$ cat config.mk
export PLATFORM = sky130hd
export DESIGN_NAME = qerv_rf_ram_arb
export DESIGN_NICKNAME = d
export VERILOG_FILES = /design/src/rtl/qerv_rf_ram_arb.sv
export SDC_FILE = /design/constraint.sdc
export NUM_CORES = 1
export LEC_CHECK = 0
export CORE_MARGIN = 5
export CORE_UTILIZATION = 33
export DETAILED_ROUTE_END_ITERATION = 10
export PLACE_DENSITY = 0.81
export SYNTH_ARGS = -nofsm -noshare
export SYNTH_HDL_FRONTEND = slang
export SYNTH_SLANG_ARGS = --single-unit
$ cat constraint.sdc
create_clock -name i_clk -period 3.6 [get_ports i_clk]
set_input_delay 0.9 -clock i_clk [delete_from_list [all_inputs] [get_ports i_clk]]
set_output_delay 0.9 -clock i_clk [all_outputs]
set_load 0.01 [all_outputs]
$ cat src/rtl/qerv_rf_ram_arb.sv
// Register-file SRAM arbiter: core traffic always owns the RAM, and the host is admitted only outside the core window.
// Optional post-reset zeroing sequencer is enabled by defining QERV_RF_CLEAR_EN.
module qerv_rf_ram_arb #(
  parameter int width    = 8,
  parameter int csr_regs = 4,
  parameter int aw       = 5 + $clog2(32 + csr_regs) - $clog2(width),
  parameter int DEPTH    = (32 + csr_regs) * 32 / width,
  parameter int HOLD     = 40
) (
  input  logic             i_clk,
  input  logic             i_rst,
  input  logic             i_core_rreq,
  input  logic             i_core_wreq,
  input  logic [aw-1:0]    i_core_waddr,
  input  logic [aw-1:0]    i_core_raddr,
  input  logic [width-1:0] i_core_wdata,
  input  logic             i_core_wen,
  input  logic             i_core_ren,
  output logic [width-1:0] o_core_rdata,
  input  logic             i_host_req,
  input  logic             i_host_we,
  input  logic [aw-1:0]    i_host_addr,
  input  logic [width-1:0] i_host_wdata,
  output logic [width-1:0] o_host_rdata,
  output logic             o_host_ack,
  output logic [aw-1:0]    o_waddr,
  output logic [aw-1:0]    o_raddr,
  output logic [width-1:0] o_wdata,
  output logic             o_wen,
  output logic             o_ren,
  input  logic [width-1:0] i_rdata,
  output logic             o_init_done,
  output logic             o_err
);

  localparam int HW = $clog2(HOLD + 1);

  typedef enum logic [1:0] {CLEAR, IDLE, RDWAIT, ACK} state_t;

  state_t           state_q, state_d;
  logic [HW-1:0]    hold_cnt_q, hold_cnt_d;
  logic [width-1:0] host_rdata_q, host_rdata_d;
  logic             core_req;
  logic             window_active;
  logic             host_issue;
  logic             init_done;

  assign core_req     = i_core_rreq | i_core_wreq;
  assign o_core_rdata = i_rdata;
  assign o_host_rdata = host_rdata_q;

`ifdef QERV_RF_CLEAR_EN
  localparam state_t RST_STATE = CLEAR;

  logic [aw-1:0] clr_addr_q, clr_addr_d;
  logic          init_done_q, init_done_d;
  logic          err_q, err_d;
  logic          clr_last;

  assign clr_last = (clr_addr_q == aw'(DEPTH - 1));

  always_comb begin
    clr_addr_d  = clr_addr_q;
    init_done_d = init_done_q;
    err_d       = err_q | (core_req & ~init_done_q);
    if (state_q == CLEAR) begin
      clr_addr_d = clr_addr_q + aw'(1);
      if (clr_last) begin
        init_done_d = 1'b1;
      end
    end
  end

  always_ff @(posedge i_clk or posedge i_rst) begin
    if (i_rst) begin
      clr_addr_q  <= '0;
      init_done_q <= 1'b0;
      err_q       <= 1'b0;
    end else begin
      clr_addr_q  <= clr_addr_d;
      init_done_q <= init_done_d;
      err_q       <= err_d;
    end
  end

  assign init_done = init_done_q;
  assign o_err     = err_q;
`else
  localparam state_t RST_STATE = IDLE;

  assign init_done = 1'b1;
  assign o_err     = 1'b0;
`endif

  assign o_init_done = init_done;

  // Core requests arriving before the RAM is ready are ignored and must not open a window.
  always_comb begin
    hold_cnt_d = hold_cnt_q;
    if (core_req & init_done) begin
      hold_cnt_d = HW'(HOLD);
    end else if (hold_cnt_q != '0) begin
      hold_cnt_d = hold_cnt_q - HW'(1);
    end
  end

  assign window_active = (hold_cnt_q != '0) | core_req | i_core_ren | i_core_wen;
  assign host_issue    = (state_q == IDLE) & i_host_req & ~window_active & init_done;

  always_ff @(posedge i_clk or posedge i_rst) begin
    if (i_rst) begin
      state_q      <= RST_STATE;
      hold_cnt_q   <= '0;
      host_rdata_q <= '0;
    end else begin
      state_q      <= state_d;
      hold_cnt_q   <= hold_cnt_d;
      host_rdata_q <= host_rdata_d;
    end
  end

  always_comb begin
    state_d = state_q;
    case (state_q)
      CLEAR: begin
`ifdef QERV_RF_CLEAR_EN
        if (clr_last) begin
          state_d = IDLE;
        end
`else
        state_d = IDLE;
`endif
      end
      IDLE: begin
        if (host_issue) begin
          state_d = i_host_we ? ACK : RDWAIT;
        end
      end
      RDWAIT:  state_d = ACK;
      ACK:     state_d = IDLE;
      default: state_d = RST_STATE;
    endcase
  end

  always_comb begin
    o_waddr      = i_core_waddr;
    o_raddr      = i_core_raddr;
    o_wdata      = i_core_wdata;
    o_wen        = i_core_wen;
    o_ren        = i_core_ren;
    o_host_ack   = 1'b0;
    host_rdata_d = host_rdata_q;
    case (state_q)
      CLEAR: begin
`ifdef QERV_RF_CLEAR_EN
        // The sequencer owns the RAM; keep the write quiet while reset is held.
        o_wen   = ~i_rst;
        o_waddr = clr_addr_q;
        o_wdata = '0;
        o_ren   = 1'b0;
`endif
      end
      IDLE: begin
        if (host_issue) begin
          if (i_host_we) begin
            o_wen   = 1'b1;
            o_waddr = i_host_addr;
            o_wdata = i_host_wdata;
            o_ren   = 1'b0;
          end else begin
            o_ren   = 1'b1;
            o_raddr = i_host_addr;
            o_wen   = 1'b0;
          end
        end
      end
      RDWAIT:  host_rdata_d = i_rdata;
      ACK:     o_host_ack = 1'b1;
      default: ;
    endcase
  end

endmodule

* Yosys cells after proc, flatten, opt, wreduce, memory -nomap -nowiden
Index checks and enable logic that the tools add are counted.
** Operators by class
- Equal/unequal tests :: 4
- Bitwise logic cells :: 7
- Mux-type cells :: 21
- Reduce and logical (&&, ||, !) cells :: 4
- Add/subtract/negate cells :: 1
** Operators by type and width (count)
- 2-to-1 mux 8 bit :: 9
- 2-to-1 mux 6 bit :: 2
- 2-to-1 mux 1 bit :: 8
- one-hot mux 2 bit (3 select lines) :: 1
- nonzero test 6 bit :: 1
- subtractor 6 x 1 -> 6 bit (second input constant) :: 1
- equality test 2 bit (second input constant) :: 2
- OR 1 bit :: 4
- AND 1 bit :: 2
- equality test 2 x 1 -> 1 bit (second input constant) :: 1
- logical NOT 2 bit :: 1
- 2-to-1 mux 2 bit :: 1
- != test 2 bit (second input constant) :: 1
- nonzero test 2 bit :: 1
- OR reduction 2 bit :: 1
- inverter 1 bit :: 1
** Storage, ports and cells
- Input port bits :: 56
- Word-level logic and storage cells :: 40
- Bits in registers :: 16

* Logic depth before layout (Yosys ltp)
Gate-level depths: netlist of run 1.
- Depth after elaboration :: 8
- Depth in mapped cells :: 7

* Worst setup path before layout of run 1
OpenSTA, ideal clock, no wires.
- Path kind :: input -> output
- Start point :: in i_core_wreq
- End point :: out o_waddr[0]
- Data arrival time :: 2.299 ns
- Stages on the path :: 4
- Buffers on the path :: 1
- Data required time :: 2.700 ns
- Path slack :: 0.401 ns
- Cells stage by stage :: or3b_2 -> nor4_4 -> buf_6 -> mux2_2
** Between the ends
- Longest elaborated chain between the ends :: 8
** Ends and longest elaborated chain
- from (decl) :: RTL line 13 : input logic i_core_wreq,
- OR 1 bit :: RTL line 48 : assign core_req = i_core_rreq | i_core_wreq;
- OR 1 bit (3 in a row) :: RTL line 107 : assign window_active = (hold_cnt_q != '0) | core_req | i_core_ren | i_core_wen;
- inverter 1 bit :: RTL line 108 : assign host_issue = (state_q == IDLE) & i_host_req & ~window_active & init_done;
- AND 1 bit :: RTL line 108
- 2-to-1 mux 8 bit :: RTL line 164 : if (host_issue) begin
- 2-to-1 mux 8 bit :: RTL line 153 : case (state_q)
- to (decl) :: RTL line 26 : output logic [aw-1:0] o_waddr,
Every way passes these cells.

* Worst setup path in the final report of run 1
- Start point :: in i_host_we
- End point :: out o_raddr[3]
** Between the ends
- Longest elaborated chain between the ends :: 3
** Ends and longest elaborated chain
- from (decl) :: RTL line 21 : input logic i_host_we,
- 2-to-1 mux 8 bit :: RTL line 165 : if (i_host_we) begin
- 2-to-1 mux 8 bit :: RTL line 164
- 2-to-1 mux 8 bit :: RTL line 153
- to (decl) :: RTL line 27 : output logic [aw-1:0] o_raddr,
Every way passes these cells.

==> results of run 1 <==
-- logic make-up after synthesis --
| logic type | synth area share |
|---|---|
| XOR/XNOR | 0.00704 |
| AND/OR/NAND/NOR | 0.136 |
| other | 0.00603 |
| buffers and inverters | 0.115 |
| AO/OA/AOI/OAI | 0.0523 |
| flip-flops | 0.323 |
| adder cells (fa/ha/maj) | 0.0402 |
| multiplexers | 0.322 |
-- layout make-up --
class | instances | share of cell area
Multi-Input combinational cell | 74 | 0.315
Inverter | 6 | 0.00956
Sequential cell | 16 | 0.170
Tap cell | 48 | 0.0255
Clock buffer | 4 | 0.0191
Timing Repair Buffer | 116 | 0.460
-- metal layers --
metal | vias to the layer above | wire length (um) | GRT usage
li1 | 595 | - | -
met1 | 586 | 1650 | 0.197
met2 | 25 | 2700 | 0.340
met3 | 11 | 109 | 0.0266
met4 | 0 | 157 | 0.0877
met5 | - | 0 | 0
-- what timing repair did --
action / in CTS / in global routing
gates cloned: 2 / 0
endpoints found under the setup margin: 26 / 21
pin swaps: 5 / 2
gates resized for setup: 105 / 4
buffers inserted: 11 / 0
-- final timing paths --
check | start | endpoint | slack, ps
setup / recovery | i_host_we | o_raddr[3] | 110
hold / removal | o_host_rdata[3]$_DFFE_PP0N_ | o_host_rdata[3]$_DFFE_PP0N_ | 500
setup reg to reg | state_q[0]$_DFFE_PP1P_ | state_q[1]$_DFFE_PP0P_ | 1740
hold reg to reg | o_host_rdata[3]$_DFFE_PP0N_ | o_host_rdata[3]$_DFFE_PP0N_ | 500
max in group asynchronous | i_rst | o_host_rdata[3]$_DFFE_PP0N_ | 2190
min in group asynchronous | i_rst | o_host_rdata[4]$_DFFE_PP0N_ | 1010
-- worst max-delay path: stages --
cell	delay [ps]
dlygate4sd2_1	250
or3_4	400
or4_4	470
buf_6	160
mux2_4	300
buf_6	120
-- state kept, by name, indices dropped and copies added (netlist names) --
| signal | cells |
|---|---|
| state_q | 2 |
| o_host_rdata | 8 |
| hold_cnt_q | 6 |
-- Yosys cell counts (2+ instances only) --
cell type,number
buf_6,3
mux2_4,8
nor2b_1,2
o21ai_0,2
nor3_1,3
dfrtp_1,15
clkbuf_1,3
nor2_1,3
ha_1,4
inv_1,6
buf_4,10
mux2_2,24
or2_2,3
conb_1,2
a21oi_1,2
or3_1,3
-- power breakdown --
part,switching [mW],internal [mW]
clock,0.0594,0.0785
sequential,0.0104,0.194
combinational,0.0897,0.141
total,0.159,0.414
==> flow_metrics.env, run 1 <==
export IMPL_outcome="completed"
export IMPL_fin_hold_ws_ps=505
export IMPL_synth_area_leader_cell="dfrtp_1"
export IMPL_grt_max_degree=17
export IMPL_relSlewSlack=0.598
export IMPL_hpwl_um=3590
export IMPL_num_vias=1217
export IMPL_synth_area_per_cell_um2=11.2
export IMPL_register_area_um2=402
export IMPL_period_needed_ps=3490
export IMPL_cts_clk_slew_worst_paths_ps=60
export IMPL_globalplace_congestion=0.894
export IMPL_hold_buffers=0
export IMPL_finClkSkew_ps=7.05
export IMPL_critPathRequiredTime_ps=2700
export IMPL_routed_wl_um=4610
export IMPL_syn_to_final_growth_pct=89.2
export IMPL_synth_area_um2=1240
export IMPL_cts_tree="done"
export IMPL_route_detailed_drc=0
export IMPL_post_route_period_util=0.970
export IMPL_grt_pass1_wl_um=7110
export IMPL_mostFrequentLayoutCell="clkdlybuf4s50_1"
export IMPL_diodes=0
export IMPL_arrival_ps=2590
export IMPL_fin_tns_setup_ps=0
export IMPL_leakage_nw=1.05
export IMPL_port_buffers=98
export IMPL_critical_path_class="input port to output pin"
export IMPL_final_area_um2=2360
export IMPL_hold_violations=0
export IMPL_grt_overflow_total=0
export IMPL_num_nets_final=277
export IMPL_antenna_found_initial=0
export IMPL_track_usage=0.181
export IMPL_dr_pass1_iters=4
export IMPL_worstMarginPinSlew_ps=602
export IMPL_hp_class="flop to flop"
export IMPL_htreeDepth=1
export IMPL_nFillCells=291
export IMPL_io_pins=101
export IMPL_end_kind="output pin"
export IMPL_startpoint_type="input port"
export IMPL_max_freq_mhz=286
export IMPL_hold_depth=1
export IMPL_rows=22
export IMPL_drive_gt1_frac=0.380
export IMPL_vdd_drop_max_uv=183
export IMPL_post_place_cells=247
export IMPL_multi_input_area_um2=743
export IMPL_final_cells=264
export IMPL_rsz0062_at_grt="no"
export IMPL_ys_flop_type="dfrtp_1"
export IMPL_start_util=0.340
export IMPL_fp_dieArea_um2=5100
export IMPL_worst_slack_ps=107
export IMPL_fp_dieW_um=71.4
export IMPL_postPlaceCellArea_um2=2210
export IMPL_cts_buffer_depth=2
export IMPL_dp_slack_ps=-406
export IMPL_finalCoreUtilization=0.644
export IMPL_cts_sinks=16
export IMPL_ff2ff_path_depth=6
export IMPL_first_global_vias=1353
export IMPL_synth_nets=171
export IMPL_cap_violations=0
export IMPL_fp_dieH_um=71.4
export IMPL_viasPerCell=4.61
export IMPL_drtIter0Drc=52
export IMPL_final_setup_viol_count=0
export IMPL_maxSlewViolCount=0
export IMPL_synth_edf_count=0
export IMPL_p_per_area_nw_per_um2=243
export IMPL_synth_seq_area_share=0.323
export IMPL_clock_root_buffer="clkbuf_8"
export IMPL_synth_seq_cells=16
export IMPL_synth_warnings=0
export IMPL_synth_distinct_cells=34
export IMPL_synth_top_area_share=0.302
export IMPL_final_cell_mix="66 x clkdlybuf4s50_1, 22 x mux2_2, 15 x dfrtp_1"
export IMPL_yosys_top_cells_area="dfrtp_1 30%, mux2_2 22%, mux2_4 9.6%, buf_4 6.0%, ha_1 4.0%"
export IMPL_wl_per_cell_um=17.5
export IMPL_core_area_um2=3660
export IMPL_async_reset_ff_frac=1.00
export IMPL_p_total_uw=574
export IMPL_crit_fanout=3
export IMPL_numCtsBuffers=3
export IMPL_ant_nets=0
export IMPL_synthCells=111
export IMPL_clkLatencyLatePin_ps=250
No activity file was read; power rests on OpenSTA's default activity.
==> run 2, diff against run 1 <==
Settings changed: CORE_UTILIZATION 33 to 34, CTS_BUF_LIST from default to sky130_fd_sc_hd__clkbuf_4, PLACE_DENSITY 0.81 to 0.83, REMOVE_ABC_BUFFERS from default to 1.
==> flow_metrics.env, run 2 (synthesis gave the netlist of run 1 again) <==
export IMPL_outcome="completed"
export IMPL_antenna_found_initial=0
export IMPL_grt_pass1_wl_um=7130
export IMPL_cts_buffer_depth=2
export IMPL_worstPathCellList="clkdlybuf4s15_2, or3_4, or4_4, mux2_4, dlygate4sd2_1"
export IMPL_startpoint_type="input port"
export IMPL_viasPerCell=4.68
export IMPL_ant_nets=0
export IMPL_fp_dieH_um=70.5
export IMPL_end_kind="output pin"
export IMPL_critPathRequiredTime_ps=2700
export IMPL_io_pins=101
export IMPL_num_vias=1231
export IMPL_hp_class="flop to flop"
export IMPL_diodes=0
export IMPL_p_sw_frac=0.294
export IMPL_rsz0062_at_grt="yes"
export IMPL_cts_tree="done"
export IMPL_final_cell_mix="66 x clkdlybuf4s50_1, 22 x mux2_2, 15 x dfrtp_1"
export IMPL_cts_clk_slew_worst_paths_ps=90
export IMPL_largest_register_ffs=8
export IMPL_ff2ff_path_depth=5
export IMPL_drtIter0Drc=22
export IMPL_route_detailed_drc=0
export IMPL_p_clk_frac=0.178
export IMPL_globalplace_congestion=0.827
export IMPL_track_usage=0.180
export IMPL_clock_root_buffer="clkbuf_4"
export IMPL_worstMarginPinSlew_ps=600
export IMPL_p_total_uw=529
export IMPL_power_internal_uw=374
export IMPL_rows=22
export IMPL_max_freq_mhz=281
export IMPL_hold_buffers=0
export IMPL_maxSlewViolCount=0
export IMPL_start_util=0.345
export IMPL_p_per_area_nw_per_um2=226
export IMPL_nFillCells=291
export IMPL_hpwl_um=3640
export IMPL_worst_path_max_delay_cell="or4_4"
export IMPL_wl_per_cell_um=17.1
export IMPL_period_needed_ps=3550
export IMPL_htreeDepth=1
export IMPL_p_comb_frac=0.436
export IMPL_final_cells=263
export IMPL_register_area_um2=402
export IMPL_arrival_ps=2650
export IMPL_vdd_drop_max_uv=169
export IMPL_finClkSkew_ps=0.851
export IMPL_drive_gt1_frac=0.391
export IMPL_numCtsBuffers=3
export IMPL_final_setup_viol_count=0
export IMPL_seq_power_share=0.386
export IMPL_cpPeakStageDelay_ps=570
export IMPL_p_sw_uw=156
export IMPL_fin_tns_setup_ps=0
export IMPL_hold_violations=0
export IMPL_first_global_vias=1387
export IMPL_post_route_period_util=0.987
export IMPL_syn_to_final_growth_pct=87.8
export IMPL_mostFrequentLayoutCell="clkdlybuf4s50_1"
export IMPL_grt_overflow_total=0
export IMPL_grt_max_degree=17
export IMPL_cap_violations=0
export IMPL_core_area_um2=3610
export IMPL_leakage_nw=1.02
export IMPL_clkLatencyLatePin_ps=280
export IMPL_post_place_cells=247
export IMPL_routed_wl_um=4490
export IMPL_port_buffers=98
export IMPL_critical_path_class="input port to output pin"
export IMPL_num_nets_final=276
export IMPL_dr_pass1_iters=4
export IMPL_multi_input_area_um2=743
export IMPL_fp_dieW_um=70.5
export IMPL_hold_depth=1
export IMPL_crit_fanout=4
export IMPL_relSlewSlack=0.599
export IMPL_fp_dieArea_um2=4970
export IMPL_cts_sinks=16
-- run 2: cell types whose count changed in the layout (fill, tap and decap cells not counted), sizes merged --
cell / delta
buf: -3
bufbuf: +1
clkbuf: -1
dlymetal6s2s: -1
clkinv: +1
clkdlybuf4s15: +2
-- run 2: power groups by stage --
stage / Clock (mW) / Sequential, mW / Combinational, mW
after global placement: 0 / 0.206 / 0.226
after detailed placement: 0 / 0.209 / 0.232
after global routing: 0.107 / 0.207 / 0.251
final: 0.0944 / 0.204 / 0.231
after CTS: 0.100 / 0.205 / 0.233
after floorplan: 0 / 0.208 / 0.0852
-- run 2: worst paths after layout --
kind                                        startpoint                     endpoint  slack, ps
max                                        i_core_wreq                   o_raddr[2]         50
min                        o_host_rdata[0]$_DFFE_PP0N_  o_host_rdata[0]$_DFFE_PP0N_        520
max reg2reg                     state_q[0]$_DFFE_PP1P_       state_q[0]$_DFFE_PP1P_       1800
min reg2reg                o_host_rdata[0]$_DFFE_PP0N_  o_host_rdata[0]$_DFFE_PP0N_        520
max in group asynchronous                        i_rst    hold_cnt_q[4]$_DFFE_PP0P_       2240
min in group asynchronous                        i_rst  o_host_rdata[5]$_DFFE_PP0N_        980
-- run 2: critical path, delay by kind of cell --
family	cells	cell delay, ps
buffers and inverters	2	480
multiplexers	1	310
AND/OR/NAND/NOR	2	960
-- run 2: timing repair --
item / 4_1_cts / 5_1_grt
gates resized for setup: 104 / 0
setup buffers: 10 / 0
hold endpoints to repair: 0 / 0
setup endpoints to repair: 26 / 10
gates cloned: 2 / 0
pin swaps: 5 / 2
-- run 2: layout make-up --
cell class                      instances  share of cell area
Timing Repair Buffer                  115               0.464
Multi-Input combinational cell         74               0.318
Sequential cell                        16               0.172
Tap cell                               48              0.0257
Clock buffer                            3             0.00963
Inverter                                6             0.00963
Clock inverter                          1             0.00161
-- run 2: layer usage --
layer | global-route usage | vias to the layer above | routed length (um)
li1 | - | 596 | -
met4 | 0.0660 | 0 | 113
met3 | 0.0302 | 12 | 117
met2 | 0.354 | 32 | 2670
met5 | 0 | - | 0
met1 | 0.188 | 591 | 1580
-- run 2: per-stage QoR --
step / util / hold slack [ps] / cell area (um2) / worst slack, ps
2_1_floorplan: - / 481 / 1120 / 286
3_3_place_gp: 0.617 / 493 / 2220 / -377
3_5_place_dp: 0.617 / 504 / 2220 / -407
4_1_cts: 0.649 / 529 / 2340 / -1.53
5_1_grt: 0.649 / 559 / 2340 / -10.1
6_report: 0.649 / 520 / 2340 / 47.1
